[src/rtl/sequence_presenter.sv]
// sequence_presenter
// Walks a 16x4 sequence ROM from entry 0 up to a captured limit, showing each
// entry on the LEDs for ON_CYCLES clocks. When the macro SHOW_GAP_EN is
// defined, every entry is followed by OFF_CYCLES blank clocks (GAP state);
// otherwise entries follow each other with only the FETCH/LOAD cycles between.
// A one-cycle done pulse marks a completed presentation; abort cancels it.
// ON_CYCLES and OFF_CYCLES must both be at least 1.
module sequence_presenter #(
  parameter int ON_CYCLES  = 1000,
  parameter int OFF_CYCLES = 500
) (
  input  logic       clock,
  input  logic       reset,
  input  logic       start,
  input  logic       abort,
  input  logic [3:0] limit,
  input  logic [3:0] mem_data,
  output logic [3:0] mem_addr,
  output logic [3:0] leds,
  output logic       busy,
  output logic       done,
  output logic [2:0] db_state
);

  // Counter holds up to max(ON_CYCLES, OFF_CYCLES)-1.
  localparam int MAX_CYC = (ON_CYCLES > OFF_CYCLES) ? ON_CYCLES : OFF_CYCLES;
  localparam int CNT_W   = (MAX_CYC > 1) ? $clog2(MAX_CYC) : 1;
  localparam logic [CNT_W-1:0] ON_LAST  = CNT_W'(ON_CYCLES - 1);
`ifdef SHOW_GAP_EN
  localparam logic [CNT_W-1:0] OFF_LAST = CNT_W'(OFF_CYCLES - 1);
`endif

  typedef enum logic [2:0] {
    S_IDLE  = 3'd0,
    S_FETCH = 3'd1,
    S_LOAD  = 3'd2,
    S_SHOW  = 3'd3,
`ifdef SHOW_GAP_EN
    S_GAP   = 3'd4,
`endif
    S_DONE  = 3'd5
  } state_t;

  state_t           state_q, state_d;
  logic [3:0]       addr_q, addr_d;
  logic [3:0]       limit_q, limit_d;
  logic [CNT_W-1:0] cnt_q, cnt_d;
  logic [3:0]       leds_q, leds_d;
  logic             entry_end;

  // State, address, captured limit, cycle counter and LED register.
  always_ff @(posedge clock or posedge reset) begin
    if (reset) begin
      state_q <= S_IDLE;
      addr_q  <= 4'd0;
      limit_q <= 4'd0;
      cnt_q   <= '0;
      leds_q  <= 4'd0;
    end else begin
      state_q <= state_d;
      addr_q  <= addr_d;
      limit_q <= limit_d;
      cnt_q   <= cnt_d;
      leds_q  <= leds_d;
    end
  end

  // Next-state logic: sequencing, entry completion, counter and abort handling.
  always_comb begin
    state_d   = state_q;
    addr_d    = addr_q;
    limit_d   = limit_q;
    cnt_d     = cnt_q;
    leds_d    = leds_q;
    entry_end = 1'b0;

    case (state_q)
      S_IDLE: begin
        // abort wins over start; limit is frozen for the whole presentation
        if (start && !abort) begin
          addr_d  = 4'd0;
          limit_d = limit;
          state_d = S_FETCH;
        end
      end
      S_FETCH: begin
        // ROM samples mem_addr at the end of this cycle
        state_d = S_LOAD;
      end
      S_LOAD: begin
        // ROM data is valid now (1-cycle read latency)
        leds_d  = mem_data;
        state_d = S_SHOW;
      end
      S_SHOW: begin
        if (cnt_q == ON_LAST) begin
`ifdef SHOW_GAP_EN
          leds_d  = 4'd0;
          state_d = S_GAP;
`else
          entry_end = 1'b1;
`endif
        end else begin
          cnt_d = cnt_q + CNT_W'(1);
        end
      end
`ifdef SHOW_GAP_EN
      S_GAP: begin
        if (cnt_q == OFF_LAST) begin
          entry_end = 1'b1;
        end else begin
          cnt_d = cnt_q + CNT_W'(1);
        end
      end
`endif
      S_DONE: begin
        state_d = S_IDLE;
      end
      default: begin
        state_d = S_IDLE;
      end
    endcase

    // Last entry finishes the run; otherwise step to the next ROM entry.
    // The address never passes the limit, so it cannot wrap past 15.
    if (entry_end) begin
      if (addr_q == limit_q) begin
        leds_d  = 4'd0;
        state_d = S_DONE;
      end else begin
        addr_d  = addr_q + 4'd1;
        state_d = S_FETCH;
      end
    end

    // Counter restarts at zero on every state entry.
    if (state_d != state_q) begin
      cnt_d = '0;
    end

    // Abort cancels from any active state without a done pulse.
    if (abort && (state_q != S_IDLE)) begin
      state_d = S_IDLE;
      leds_d  = 4'd0;
      addr_d  = 4'd0;
      cnt_d   = '0;
    end
  end

  assign mem_addr = addr_q;
  assign leds     = leds_q;
  assign busy     = (state_q != S_IDLE) && (state_q != S_DONE);
  assign done     = (state_q == S_DONE);
  assign db_state = state_q;

endmodule

[config.mk]
export PLATFORM = sky130hd
export DESIGN_NAME = sequence_presenter
export DESIGN_NICKNAME = d
export VERILOG_FILES = /design/src/rtl/sequence_presenter.sv
export SDC_FILE = /design/constraint.sdc
export NUM_CORES = 1
export LEC_CHECK = 0
export CAP_MARGIN = 10
export CORE_MARGIN = 5
export CORE_UTILIZATION = 54
export CTS_CLUSTER_DIAMETER = 80
export DETAILED_ROUTE_END_ITERATION = 8
export DONT_BUFFER_PORTS = 1
export GPL_TIMING_DRIVEN = 0
export PLACE_DENSITY = 0.77
export SLEW_MARGIN = 20
export SYNTH_ARGS = -nofsm -noshare
export SYNTH_HDL_FRONTEND = slang
export SYNTH_SLANG_ARGS = --single-unit
[constraint.sdc]
create_clock -name clock -period 2.48 [get_ports clock]
set_input_delay 0.496 -clock clock [delete_from_list [all_inputs] [get_ports clock]]
set_output_delay 0.496 -clock clock [all_outputs]
set_load 0.03 [all_outputs]
* Word-level counts from Yosys, hierarchy flattened
Cells that the tools add are included.
** Cells by class
- Add/sub/neg operators :: 2
- Eq/ne operators :: 9
- Muxes and demuxes :: 20
- Reduce and logical (&&, ||, !) cells :: 9
** Operator list (count)
- two-way mux 10 bit :: 4
- two-way mux 4 bit :: 9
- two-way mux 3 bit :: 4
- one-hot mux 3 bit (4 select lines) :: 1
- adder 10 x 1 -> 10 bit, second input constant :: 1
- == test 10 bit, second input constant :: 1
- == test 3 x 2 -> 1 bit, second input constant :: 2
- nonzero test 3 bit :: 2
- adder 4 x 1 -> 4 bit, second input constant :: 1
- == test 4 bit :: 1
- AND reduction 2 bit :: 2
- == test 3 x 1 -> 1 bit, second input constant :: 1
- == test 3 bit, second input constant :: 1
- logical AND 1 bit :: 3
- logical NOT 3 bit :: 1
- inequality test 3 x 1 -> 1 bit, second input constant :: 1
- inequality test 3 bit :: 1
- inequality test 3 bit, second input constant :: 1
- two-way mux 1 bit :: 2
- logical NOT 1 bit :: 1
** Word-level totals
- Bits in registers :: 25
- Bits of input ports :: 12
- Output and inout bits :: 13

* Logic depth before layout (Yosys ltp)
Gate-level depths: netlist of run 1.
- Depth after elaboration :: 8
- Depth in mapped cells :: 6
- Gate-level depth less buffers :: 5

* Worst setup path after synthesis of run 1
No wires, ideal clock.
- Kind :: register to register
- Start :: reg state_q[1] (netlist: db_state[1])
- End :: reg addr_q[3] (netlist: mem_addr[3])
- Setup time :: 0.094 ns
- Arrival time :: 1.823 ns
- Required time :: 2.386 ns
- Setup slack :: 0.563 ns
- Stages on the path, launching flop included :: 6
- Path buffers :: 1
- Clock period less this slack :: 1.917 ns
- Path through :: dfrtp_1 buf_4 and3b_1 nand4_2 or4_4 a221oi_2
** On the way
- Longest elaborated chain between the ends :: 5
** Ends and longest elaborated chain
- from (decl) :: RTL line 44 : state_t state_q, state_d;
- from (signal assigned) :: RTL line 60 : state_q <= state_d;
- logical NOT 3 bit :: RTL line 77 : case (state_q)
- two-way mux 4 bit :: RTL line 77
- two-way mux 4 bit :: RTL line 127 : if (addr_q == limit_q) begin
- two-way mux 4 bit :: RTL line 126 : if (entry_end) begin
- two-way mux 4 bit (*) :: RTL line 142 : if (abort && (state_q != S_IDLE)) begin
- net addr_d[3] :: RTL line 45 : logic [3:0] addr_q, addr_d;
- to (signal assigned) :: RTL line 61 : addr_q <= addr_d;
- to (decl) :: RTL line 45
The timed path passes the listed nets; every way through them passes the cells marked *.
A chain may end at the register's enable or synchronous reset.

* Final worst setup path of run 1
- Start :: reg state_q[1] (netlist: db_state[1])
- End :: reg cnt_q[7]
** On the way
- Longest elaborated chain between the ends :: 6
** Ends and longest elaborated chain
- == test 3 x 2 -> 1 bit, or another cell as far along :: RTL line 77
- one-hot mux 3 bit (4 select lines) / two-way mux 1 bit (equally long branches) :: RTL line 77
- two-way mux 3 bit :: RTL line 126
- inequality test 3 bit :: RTL line 137 : if (state_d != state_q) begin
- inequality test 3 x 1 -> 1 bit (no source line), or another cell as far along
- AND reduction 2 bit (no source line) / two-way mux 10 bit (equally long branches)
- to (signal assigned) :: RTL line 63 : cnt_q <= cnt_d;
- to (decl) :: RTL line 47 : logic [CNT_W-1:0] cnt_q, cnt_d;
Several ways; a longest one is shown, not always the timed one.

==> results of run 1 <==
==> synth_stat cells, types with 2 or more instances <==
master | number | area, um2
dfrtp_1 | 25 | 626
o21ai_0 | 2 | 10.0
buf_4 | 2 | 15.0
xnor2_1 | 9 | 78.8
o211ai_1 | 2 | 15.0
mux2_2 | 4 | 45.0
nand2_1 | 4 | 15.0
nor3_1 | 14 | 70.1
mux2i_1 | 5 | 50.1
nand2b_1 | 2 | 12.5
a211oi_1 | 2 | 15.0
ha_1 | 2 | 25.0
o21bai_1 | 2 | 15.0
nand4_1 | 6 | 37.5
a21o_1 | 2 | 15.0
nand3_1 | 4 | 20.0
xor2_1 | 2 | 17.5
inv_1 | 3 | 11.3
nand4b_1 | 2 | 17.5
nor2_1 | 10 | 37.5
and3b_1 | 2 | 17.5
or3_1 | 3 | 18.8
a21oi_1 | 3 | 15.0
o31ai_1 | 3 | 22.5
==> registers in the layout, indices dropped and copies added, names as in the netlist <==
signal,count
cnt_q,10
db_state,3
leds,4
limit_q,4
mem_addr,4
==> worst max-delay path, delay by kind of cell (launching register included) <==
kind | cells | cell delay, ns
buffers and inverters | 2 | 0.51
DFF | 1 | 0.54
and+or+nand+nor | 3 | 0.57
AOI/OAI and AO/OA | 1 | 0.40
==> through the flow <==
step / hold slack, ns / instances
after detailed placement: 0.518 / 160
after global routing: 0.270 / 164
after floorplan: 0.501 / 130
after CTS: 0.268 / 164
final: 0.235 / 164
after global placement: 0.514 / 160
==> power breakdown <==
group / total (mW) / leakage, nW / internal, mW / switching [mW]
registers: 0.603 / 0.335 / 0.475 / 0.129
logic: 0.297 / 0.232 / 0.124 / 0.174
clock network: 0.197 / 0.0183 / 0.0658 / 0.132
==> final timing paths <==
path	start	to	slack (ns)
hold reg to reg	limit_q[0]	limit_q[0]	0.54
max in group asynchronous	reset	db_state[1]	1.67
min in group clock	limit[0]	limit_q[0]	0.30
setup reg to reg	db_state[1]	cnt_q[7]	0.35
hold / removal	reset	leds[0]	0.23
setup / recovery	db_state[1]	cnt_q[7]	0.35
==> area by class of cell <==
class / instances / share of cell area, %
well taps: 30 / 2.63
flip-flops and latches: 25 / 43.8
inverters: 3 / 0.789
clock inverters: 1 / 0.613
clock buffers: 3 / 1.58
plain buffers: 5 / 2.45
multi-input cells: 97 / 48.1
==> routing by layer <==
| layer | global-route usage, % | share of wire (%) |
|---|---|---|
| met1 | 21.1 | 44 |
| met3 | 6.48 | 7.4 |
| met5 | 0 | 0 |
| met4 | 2.53 | 0.48 |
| met2 | 26.7 | 48 |
==> cell families after synthesis <==
logic type               count (synthesis)  synth area share (%)
buffers and inverters                    8                  3.41
multiplexers                             9                  7.00
XOR/XNOR                                11                  7.09
AO/OA/AOI/OAI                           20                  10.8
adder cells (fa/ha/maj)                  2                  1.84
AND/OR/NAND/NOR                         55                  23.9
flip-flops                              25                  46.0
==> run_results.csv, run 1 <==
group,metric,value,unit
setup_path,worstPathCellList,"buf_4 > and3b_1 > nand4_2 > o21bai_1 > buf_2 > nor3_1",
logic_synthesis,synthArstFlopShare,100,%
timing,worstMarginPinSlew,0.927,ns
run_status,status,"complete, no violations",
logic_synthesis,synth-main-ff-cell,"dfrtp_1",
detailed_routing,avgViaCountPerCell,6.30,
detailed_routing,drt-pass1-iter-count,4,
timing,fin_crit_sh,86.0,%
layout,diodes,0,
detailed_routing,drtIter0Drc,43,
layout,multi_input_area,687,um2
clocking,clockBufferDepth,2,
layout,fill_cells,213,
timing,final-hold-violation-count,0,
setup_path,endpoint_kind,"flip-flop",
floorplanning,floorplan.die_area,3620,um2
timing,clock.fmax,469,MHz
setup_path,worstPathArrival,2.35,ns
timing,fin_ws,0.348,ns
floorplanning,start_util,55.9,%
clocking,clk_latency,0.33,ns
clocking,cts_tree,"built",
placement,place_hpwl,1980,um
placement,place_area,1400,um2
layout,fin_util,58.7,%
global_routing,grt_max_degree,26,
timing,period_minus_slack,2.13,ns
logic_synthesis,syn_nets,144,
clocking,h-tree-depth,1,
floorplanning,die_h,60.2,um
floorplanning,ios,25,
timing,maxSlewViolCount,0,
layout,seqCellArea,626,um2
global_routing,grt_pass1_wl,4490,um
timing,slew_headroom,38.1,%
global_routing,grtUsageTotal,16.5,%
setup_path,reg2reg_depth,6,
floorplanning,core,2430,um2
layout,layout_common_cells,"25 x dfrtp_1, 14 x nor3_1, 10 x nor2_1, 9 x xnor2_1, 6 x nand4_1",
layout,layout.nets,149,
logic_synthesis,ys_seq_area_share,46.0,%
clocking,cts_sinks,25,
min_path,hold_path.class,"input port to asynchronous set/reset pin",
setup_path,crit_type,"flip-flop to flip-flop",
setup_path,critPathLaunchType,"flip-flop",
global_routing,overflow,0,
placement,dp_slack,0.380,ns
layout,stdcell_area,1430,um2
placement,gp_congestion,0.811,
setup_path,critical_path_peak_fanout,10,
run,cap_violations,0,
floorplanning,die_width,60.2,um
setup_path,cpPeakStageDelay,0.54,ns
layout,final_common_cell,"dfrtp_1",
placement,port_buffers,0,
detailed_routing,wire_per_inst,16.4,um
clocking,cts-root-buf,"clkbuf_4",
timing,finalSetupViolations,0,
logic_synthesis,ys_ff_latch,25,
setup_path,worstPathRequired,2.70,ns
layout,area_delta_synth_final,5.06,%
pwr,power_density,769,nW/um2
clocking,cts_resized,0,
clocking,holdBufCountCts,0,
layout,drive_gt1_share,13.4,%
setup_path,worst_path_max_delay_cell,"dfrtp_1",
timing,skew,0.00753,ns
global_routing,grt_pass1_vias,1005,
logic_synthesis,syn_area,1360,um2
clocking,numCtsBuffers,3,
clocking,post_cts_buffers,0,
logic_synthesis,syn_area_per_cell,10.5,um2
logic_synthesis,synthCells,130,
logic_synthesis,yosys.cell_types.count,39,
logic_synthesis,ys_warn_count,0,
clocking,clk_pin_slew,0.15,ns
detailed_routing,drt-total-wl,2680,um
pwr,ir_drop,752,uV
pwr,power,1.10,mW
timing,rsz0062_at_grt,"false",
global_routing,antenna_found_initial,0,
timing,fin_setup_tns,0,ns
detailed_routing,ant_nets,0,
logic_synthesis,synth_edf_count,0,
detailed_routing,vias,1033,
detailed_routing,drc_errors,0,
pwr,leakage,0.585,nW
floorplanning,placementRows,18,
(Power assumes the default switching activity.)
==> run 2: changes to the inputs <==
--- a/config.mk
+++ b/config.mk
@@ -12,7 +12,7 @@
 export DETAILED_ROUTE_END_ITERATION = 8
 export DONT_BUFFER_PORTS = 1
 export GPL_TIMING_DRIVEN = 0
-export PLACE_DENSITY = 0.77
+export PLACE_DENSITY = 0.69
 export SLEW_MARGIN = 20
 export SYNTH_ARGS = -nofsm -noshare
 export SYNTH_HDL_FRONTEND = slang
==> run_results.csv, run 2 (synthesis gave the netlist of run 1 again) <==
group,metric,value,unit
run_status,status,"complete, no violations",
pwr,ir_drop,521,uV
global_routing,grt_pass1_wl,4400,um
pwr,leakage,0.584,nW
layout,seqCellArea,626,um2
setup_path,worstPathRequired,2.68,ns
layout,largest_reg_flops,10,
pwr,power_frac_comb,27.5,%
detailed_routing,drtIter0Drc,33,
detailed_routing,ant_nets,0,
floorplanning,placementRows,18,
layout,drive_gt1_share,13.4,%
clocking,cts_tree,"built",
detailed_routing,vias,1008,
floorplanning,ios,25,
pwr,p_seq_share,55.6,%
layout,layout.nets,149,
setup_path,worstPathArrival,2.38,ns
timing,rsz0062_at_grt,"false",
setup_path,critical_path_peak_fanout,10,
clocking,clockBufferDepth,2,
setup_path,critPathLaunchType,"flip-flop",
layout,stdcell_area,1420,um2
pwr,power_switching,417,uW
pwr,power_density,756,nW/um2
detailed_routing,drt-pass1-iter-count,4,
floorplanning,die_width,60.2,um
clocking,h-tree-depth,1,
clocking,clk_pin_slew,0.13,ns
global_routing,grt_pass1_vias,982,
layout,fill_cells,226,
run,cap_violations,0,
timing,finalSetupViolations,0,
pwr,pwr-share-clk,16.9,%
pwr,p_int,659,uW
detailed_routing,wire_per_inst,16.2,um
global_routing,grt_max_degree,26,
pwr,power,1.08,mW
placement,place_hpwl,1910,um
placement,port_buffers,0,
timing,period_minus_slack,2.18,ns
floorplanning,core,2430,um2
placement,dp.cells,160,
timing,fin_setup_tns,0,ns
timing,clock.fmax,458,MHz
placement,place_area,1400,um2
pwr,p_sw_share,38.8,%
setup_path,endpoint_kind,"flip-flop",
clocking,cts_sinks,25,
layout,largest-register,"cnt_q",
clocking,holdBufCountCts,0,
detailed_routing,drt-total-wl,2660,um
clocking,clk_latency,0.32,ns
floorplanning,start_util,55.9,%
clocking,cts_resized,0,
clocking,cts-root-buf,"clkbuf_4",
layout,final_common_cell,"dfrtp_1",
layout,area_delta_synth_final,4.79,%
detailed_routing,drc_errors,0,
detailed_routing,avgViaCountPerCell,6.15,
layout,multi_input_area,687,um2
global_routing,overflow,0,
timing,skew,0.00233,ns
timing,worstMarginPinSlew,0.952,ns
clocking,post_cts_buffers,0,
layout,finalNonFillerCells,164,
timing,slew_headroom,36.4,%
placement,gp_congestion,0.861,
layout,diodes,0,
timing,maxSlewViolCount,0,
timing,whs,0.264,ns
floorplanning,floorplan.die_area,3620,um2
clocking,numCtsBuffers,3,
global_routing,antenna_found_initial,0,
global_routing,grtUsageTotal,16.3,%
floorplanning,die_h,60.2,um
setup_path,crit_type,"flip-flop to flip-flop",
min_path,hold_path.class,"input port to asynchronous set/reset pin",
timing,fin_crit_sh,88.0,%
timing,final-hold-violation-count,0,
layout,layout_common_cells,"25 x dfrtp_1, 14 x nor3_1, 10 x nor2_1, 9 x xnor2_1, 6 x nand4_1",
[run 2: changes by cell type in the layout (fill, tap and decap cells not counted)]
cell,change
clkinv_2,+1
inv_6,-1
[run 2: final cells by class]
| type | instances | share of cell area [%] |
|---|---|---|
| Tap cell | 30 | 2.64 |
| Sequential cell | 25 | 43.9 |
| Buffer | 5 | 2.46 |
| Clock inverter | 1 | 0.351 |
| Inverter | 3 | 0.791 |
| Clock buffer | 3 | 1.58 |
| Multi-Input combinational cell | 97 | 48.2 |
[run 2: worst paths after layout]
| check | end | slack [ns] | startpoint | cells past startpoint |
|---|---|---|---|---|
| worst max-delay path | cnt_q[8] | 0.30 | db_state[1] | 6 |
| worst min-delay path | leds[0] | 0.26 | reset | 1 |
| worst max register to register | cnt_q[8] | 0.30 | db_state[1] | 6 |
| worst min register to register | limit_q[3] | 0.55 | limit_q[3] | 1 |
| max in group asynchronous | limit_q[3] | 1.64 | reset | 1 |
| min in group clock | limit_q[0] | 0.31 | limit[0] | 1 |
[run 2: metal layers]
metal / track usage [%] / vias up / wire length [um]
li1: - / 492 / -
met1: 21.0 / 490 / 1170
met2: 26.5 / 21 / 1320
met3: 2.59 / 5 / 116
met4: 7.59 / 0 / 52
met5: 0 / - / 0
[run 2: worst max-delay path, stage by stage (launching register included)]
cell and delay, ns:
dfrtp_1 0.54, buf_4 0.22, and3b_1 0.27, nand4_2 0.22, o21bai_1 0.42, buf_2 0.30
nor3_1 0.09
[run 2: power groups by stage]
stage | logic (mW) | registers, mW | clock network, mW
6_report | 0.296 | 0.598 | 0.182
4_1_cts | 0.300 | 0.600 | 0.194
3_3_place_gp | 0.290 | 0.606 | 0
5_1_grt | 0.329 | 0.608 | 0.213
2_1_floorplan | 0.249 | 0.595 | 0
3_5_place_dp | 0.299 | 0.609 | 0
[run 2: per-stage QoR]
step	worst slack, ns	util (%)
after detailed placement	0.319	57.4
after global placement	0.350	57.4
final	0.297	58.5
after CTS	0.292	58.5
after floorplan	0.563	-
after global routing	0.149	58.5
==> run 3: changes to the inputs <==
--- a/config.mk
+++ b/config.mk
@@ -8,7 +8,7 @@
 export CAP_MARGIN = 10
 export CORE_MARGIN = 5
 export CORE_UTILIZATION = 54
-export CTS_CLUSTER_DIAMETER = 80
+export CTS_CLUSTER_DIAMETER = 30
 export DETAILED_ROUTE_END_ITERATION = 8
 export DONT_BUFFER_PORTS = 1
 export GPL_TIMING_DRIVEN = 0
==> results of run 3 <==
Final layout, timing and power as in run 2 (identical DEF).
